===== config.mk =====
export PLATFORM = sky130hd
export DESIGN_NAME = intc
export DESIGN_NICKNAME = d
export VERILOG_FILES = /design/src/rtl/intc.sv
export SDC_FILE = /design/constraint.sdc
export NUM_CORES = 1
export LEC_CHECK = 0
export ABC_CLOCK_PERIOD_IN_PS = 2500
export CORE_MARGIN = 4
export CORE_UTILIZATION = 40
export CTS_CLUSTER_DIAMETER = 50
export DETAILED_ROUTE_END_ITERATION = 16
export PLACE_DENSITY = 0.94
export SYNTH_ARGS = -nofsm -noshare
export SYNTH_HDL_FRONTEND = slang
export SYNTH_SLANG_ARGS = --single-unit

===== constraint.sdc =====
create_clock -name clk -period 2.5 [get_ports clk]
set_input_delay 0.375 -clock clk [delete_from_list [all_inputs] [get_ports clk]]
set_output_delay 0.375 -clock clk [all_outputs]
set_load 0.02 [all_outputs]

===== src/rtl/intc.sv =====
// Vectored interrupt controller: synchronises timer/gpio lines, latches
// pending state and runs a req/ack/eoi handshake with the core.
module intc #(
  parameter int N_SRC = 8,
  parameter int WIDTH = 32
) (
  input  logic             clk,
  input  logic             rst,
  input  logic [N_SRC-1:0] src,
  input  logic [WIDTH-1:0] data_in,
  input  logic             ier_we,
  input  logic             itr_we,
  input  logic             ipr_we,
  input  logic             irq_ack,
  input  logic             eoi,
  output logic             irq,
  output logic [4:0]       irq_id,
  output logic [WIDTH-1:0] o_ier,
  output logic [WIDTH-1:0] o_itr,
  output logic [WIDTH-1:0] o_ipr,
  output logic [WIDTH-1:0] o_isr
);

  typedef enum logic [1:0] {
    IDLE,
    REQ,
    SERVICE
  } state_t;

  state_t state_q;
  state_t state_d;

  logic [N_SRC-1:0] s1;
  logic [N_SRC-1:0] s2;
  logic [N_SRC-1:0] s3;
  logic [N_SRC-1:0] ier;
  logic [N_SRC-1:0] itr;
  logic [N_SRC-1:0] ipr;
  logic [N_SRC-1:0] ipr_d;
  logic [N_SRC-1:0] rise;
  logic [N_SRC-1:0] w1c;
  logic [N_SRC-1:0] clr_ack;
  logic [N_SRC-1:0] active;
  logic [N_SRC-1:0] id_hot;
  logic [N_SRC-1:0] wdata;
  logic [4:0]       sel;
  logic [4:0]       id_d;
  logic             irq_d;
  logic             ack_clr;
  logic             id_active;
  logic             busy;
  logic             unused_data;

  assign wdata       = data_in[N_SRC-1:0];
  assign unused_data = ^data_in;

  // Two-flop synchroniser plus a history flop for edge detection
  always_ff @(posedge clk or posedge rst) begin
    if (rst) begin
      s1 <= '0;
      s2 <= '0;
      s3 <= '0;
    end else begin
      s1 <= src;
      s2 <= s1;
      s3 <= s2;
    end
  end

  always_ff @(posedge clk or posedge rst) begin
    if (rst) begin
      ier <= '0;
      itr <= '0;
    end else begin
      if (ier_we) ier <= wdata;
      if (itr_we) itr <= wdata;
    end
  end

  assign rise    = s2 & ~s3;
  assign w1c     = ipr_we ? wdata : '0;
  assign id_hot  = {{(N_SRC-1){1'b0}}, 1'b1} << irq_id;
  assign clr_ack = ack_clr ? id_hot : '0;

  // Edge sources: a new rise beats any clear; level sources mirror s2
  always_comb begin
    ipr_d = (itr & (rise | (ipr & ~w1c & ~clr_ack)))
          | (~itr & s2);
  end

  always_ff @(posedge clk or posedge rst) begin
    if (rst) ipr <= '0;
    else     ipr <= ipr_d;
  end

  assign active    = ipr & ier;
  assign id_active = |(active & id_hot);

  always_comb begin
    sel = '0;
    for (int i = N_SRC - 1; i >= 0; i--) begin
      if (active[i]) sel = 5'(i);
    end
  end

  always_ff @(posedge clk or posedge rst) begin
    if (rst) begin
      state_q <= IDLE;
      irq     <= 1'b0;
      irq_id  <= '0;
    end else begin
      state_q <= state_d;
      irq     <= irq_d;
      irq_id  <= id_d;
    end
  end

  always_comb begin
    state_d = state_q;
    irq_d   = 1'b0;
    id_d    = irq_id;
    ack_clr = 1'b0;
    unique case (state_q)
      IDLE: begin
        if (|active) begin
          state_d = REQ;
          irq_d   = 1'b1;
          id_d    = sel;
        end
      end
      REQ: begin
        if (!id_active) begin
          state_d = IDLE;
        end else if (irq_ack) begin
          state_d = SERVICE;
          ack_clr = 1'b1;
        end else begin
          irq_d = 1'b1;
        end
      end
      SERVICE: begin
        if (eoi) state_d = IDLE;
      end
      default: state_d = IDLE;
    endcase
  end

  assign busy  = (state_q == SERVICE);
  assign o_ier = WIDTH'(ier);
  assign o_itr = WIDTH'(itr);
  assign o_ipr = WIDTH'(ipr);
  assign o_isr = WIDTH'({busy, busy ? irq_id : 5'd0});

endmodule


==> impl_metrics.json, run 1 <==
{
  "final-setup-viol-count": 0,
  "groute.usage.overall_pct": 13.0,
  "synth_edf_count": 0,
  "drt_iter0_drc": 240,
  "worst_pin_slew_ps": 523,
  "power_density_nw_per_um2": 823,
  "outcome": "finished, final reports clean",
  "ys_types": 42,
  "start_util_pct": 42.1,
  "route.detailed.drc": 0,
  "clock.fmax_ghz": 0.447,
  "cp_max_fo": 5,
  "ys_ff_latch": 54,
  "clk_pin_slew_worst_paths_ps": 90,
  "min_period_ps": 2240,
  "yosysMostFrequentCell": "buf_4",
  "synth_cells": 276,
  "hold_path.class": "flop to flop",
  "maxCapViolCount": 0,
  "drive_above_1_share_pct": 9.06,
  "netlist_area_um2": 2940,
  "dieArea_um2": 8790,
  "core_um2": 6980,
  "area_growth_pct": 13.3,
  "insertedDiodeCount": 0,
  "numCtsBuffers": 5,
  "first_pass_iters": 5,
  "n_fill_cell": 608,
  "cts-htree-levels": 2,
  "clockBufferDepth": 2,
  "avgSynthCellArea_um2": 10.7,
  "synthTopCellsByCount": "buf_4, dfrtp_1, nand2_1, mux2_2, inv_1",
  "power_leakage_nw": 1.55,
  "relSlewSlack_pct": 65.1,
  "finalHoldViolCount": 0,
  "cts_root_buf": "clkbuf_8",
  "ios": 181,
  "ys_seq_area_share_pct": 46.0,
  "yosys_warnings": 0,
  "synth_top_cell_by_area": "dfrtp_1",
  "fin_skew_ps": 4.30,
  "layout.nets": 377,
  "cts_tree": "done",
  "critPathCaptureType": "output pin",
  "maxSlewViolCount": 0,
  "finalCritPeriodShare_pct": 89.5,
  "hpwl_um": 4620,
  "die_h_um": 93.7,
  "antenna_found_initial": 0,
  "vias": 1917,
  "yosys.area.top_type_share_pct": 46.0,
  "wl_per_cell_um": 14.1,
  "first_global_vias": 1769,
  "fin_setup_tns_ps": 0,
  "critPathKind": "flop to output pin",
  "grt_overflow_total": 0,
  "grt_pass1_wl_um": 8960,
  "clk_latency_ps": 300,
  "ys_top_cells_by_area": "dfrtp_1, buf_4, mux2_2",
  "ff2ff_setup_slack_ps": 700,
  "cp.required_ps": 2120,
  "placed_area_um2": 3190,
  "place.gp.congestion": 0.800,
  "crit_arrival_ps": 1860,
  "wirelength_um": 6020,
  "peakVddDrop_mv": 0.471,
  "stdcell_area_um2": 3330,
  "rsz0062_at_grt": "false",
  "ctsResizeCount": 0,
  "grt_max_degree": 55,
  "rows": 30,
  "postCtsHoldBufs": 0,
  "cts.sinks": 54,
  "antenna_left": 0,
  "die_w_um": 93.7,
  "vias_per_cell": 4.49,
  "portBuffers": 54,
  "synthFlopType": "dfrtp_1",
  "ys_async_sr_fraction_pct": 100,
  "postCtsSetupBuffers": 0,
  "startpoint_type": "flop"
}
## layout by cell type, fill, tap and decap left out, drive strengths merged, types with 2 or more instances in the layout
cell type      synthesis  final
a21boi                 4      4
a21oi                  6      6
a22o                   2      2
a22oi                  5      5
a31oi                  4      4
a32o                   2      2
a41oi                  3      3
and2                   3      3
and3b                  2      2
bufinv                 0      2
clkbuf                 3      6
clkdlybuf4s50          0     54
conb                   1    102
dfrtp                 54     54
inv                    7      7
mux2                  15     15
nand2                 25     25
nand3                  3      3
nor2                   4      4
nor3                   2      2
nor4                   2      2
o21ai                  5      5
o2bb2ai                2      2
## critical path, stage by stage (launching register included)
cell and delay [ps]:
dfrtp_1 400, nor2b_1 350, and2_2 210, clkdlybuf4s50_1 600
## power breakdown
group | total, mW | switching, mW | leakage (nW) | internal (mW)
Clock | 0.691 | 0.265 | 0.0714 | 0.427
Combinational | 0.891 | 0.541 | 0.842 | 0.351
Sequential | 1.16 | 0.176 | 0.635 | 0.983
## area by class of cell
type	count	area, µm²	share of cell area (%)
flip-flops and latches	54	1350	40.6
multi-input cells	207	1130	33.9
repair buffers	55	561	16.8
well taps	96	120	3.61
clock buffers	6	82.6	2.48
clock inverters	2	60.1	1.80
inverters	7	26.3	0.789
## per-layer routing
metal  wire (µm)  vias up  track usage [%]
li1            -      838                -
met1        2040      924             15.7
met4         100        0             3.37
met5           0        -                0
met3         697       17             3.77
met2        3180      138             22.7
## stage by stage
step	setup WS, ps	hold slack (ps)	power, mW	cells	utilization (%)
final	263	354	2.74	427	47.7
after global routing	132	364	2.88	427	47.7
after CTS	237	358	2.75	427	47.7
after detailed placement	395	336	2.05	419	45.7
after global placement	493	332	2.01	419	45.7
after floorplan	810	331	1.86	377	-
## path summary, 6_finish.rpt
| kind | start | to | cells after the start |
|---|---|---|---|
| worst max-delay path | state_q[1] | o_isr[0] | 3 |
| worst min-delay path | s1[0] | s2[0] | 0 |
| worst max register to register | irq_id[2] | ipr[7] | 3 |
| worst min register to register | s1[0] | s2[0] | 0 |
| max in group asynchronous | rst | itr[0] | 3 |
| min in group asynchronous | rst | s1[7] | 3 |
## kinds of logic (layout without fill, tap and decap cells)
family	after synthesis	after routing	share of synthesized area, %
buf+inv	116	70	28.5
flops	54	54	46.0
simple gates	51	51	8.94
compound gates	38	38	9.96
mux	16	16	6.51
other cells	1	102	0.128
## registers in the layout, summed over array words and instances (netlist names)
signal / cells
ier: 8
ipr: 8
irq: 1
irq_id: 3
itr: 8
s1: 8
s2: 8
s3: 8
state_q: 2
(Power assumes the default switching activity.)
==> run 2, diff against run 1 <==
CTS_CLUSTER_SIZE = 28   (was not set)
==> results of run 2 <==
No change in the layout: final DEF, timing and power equal those of run 1.
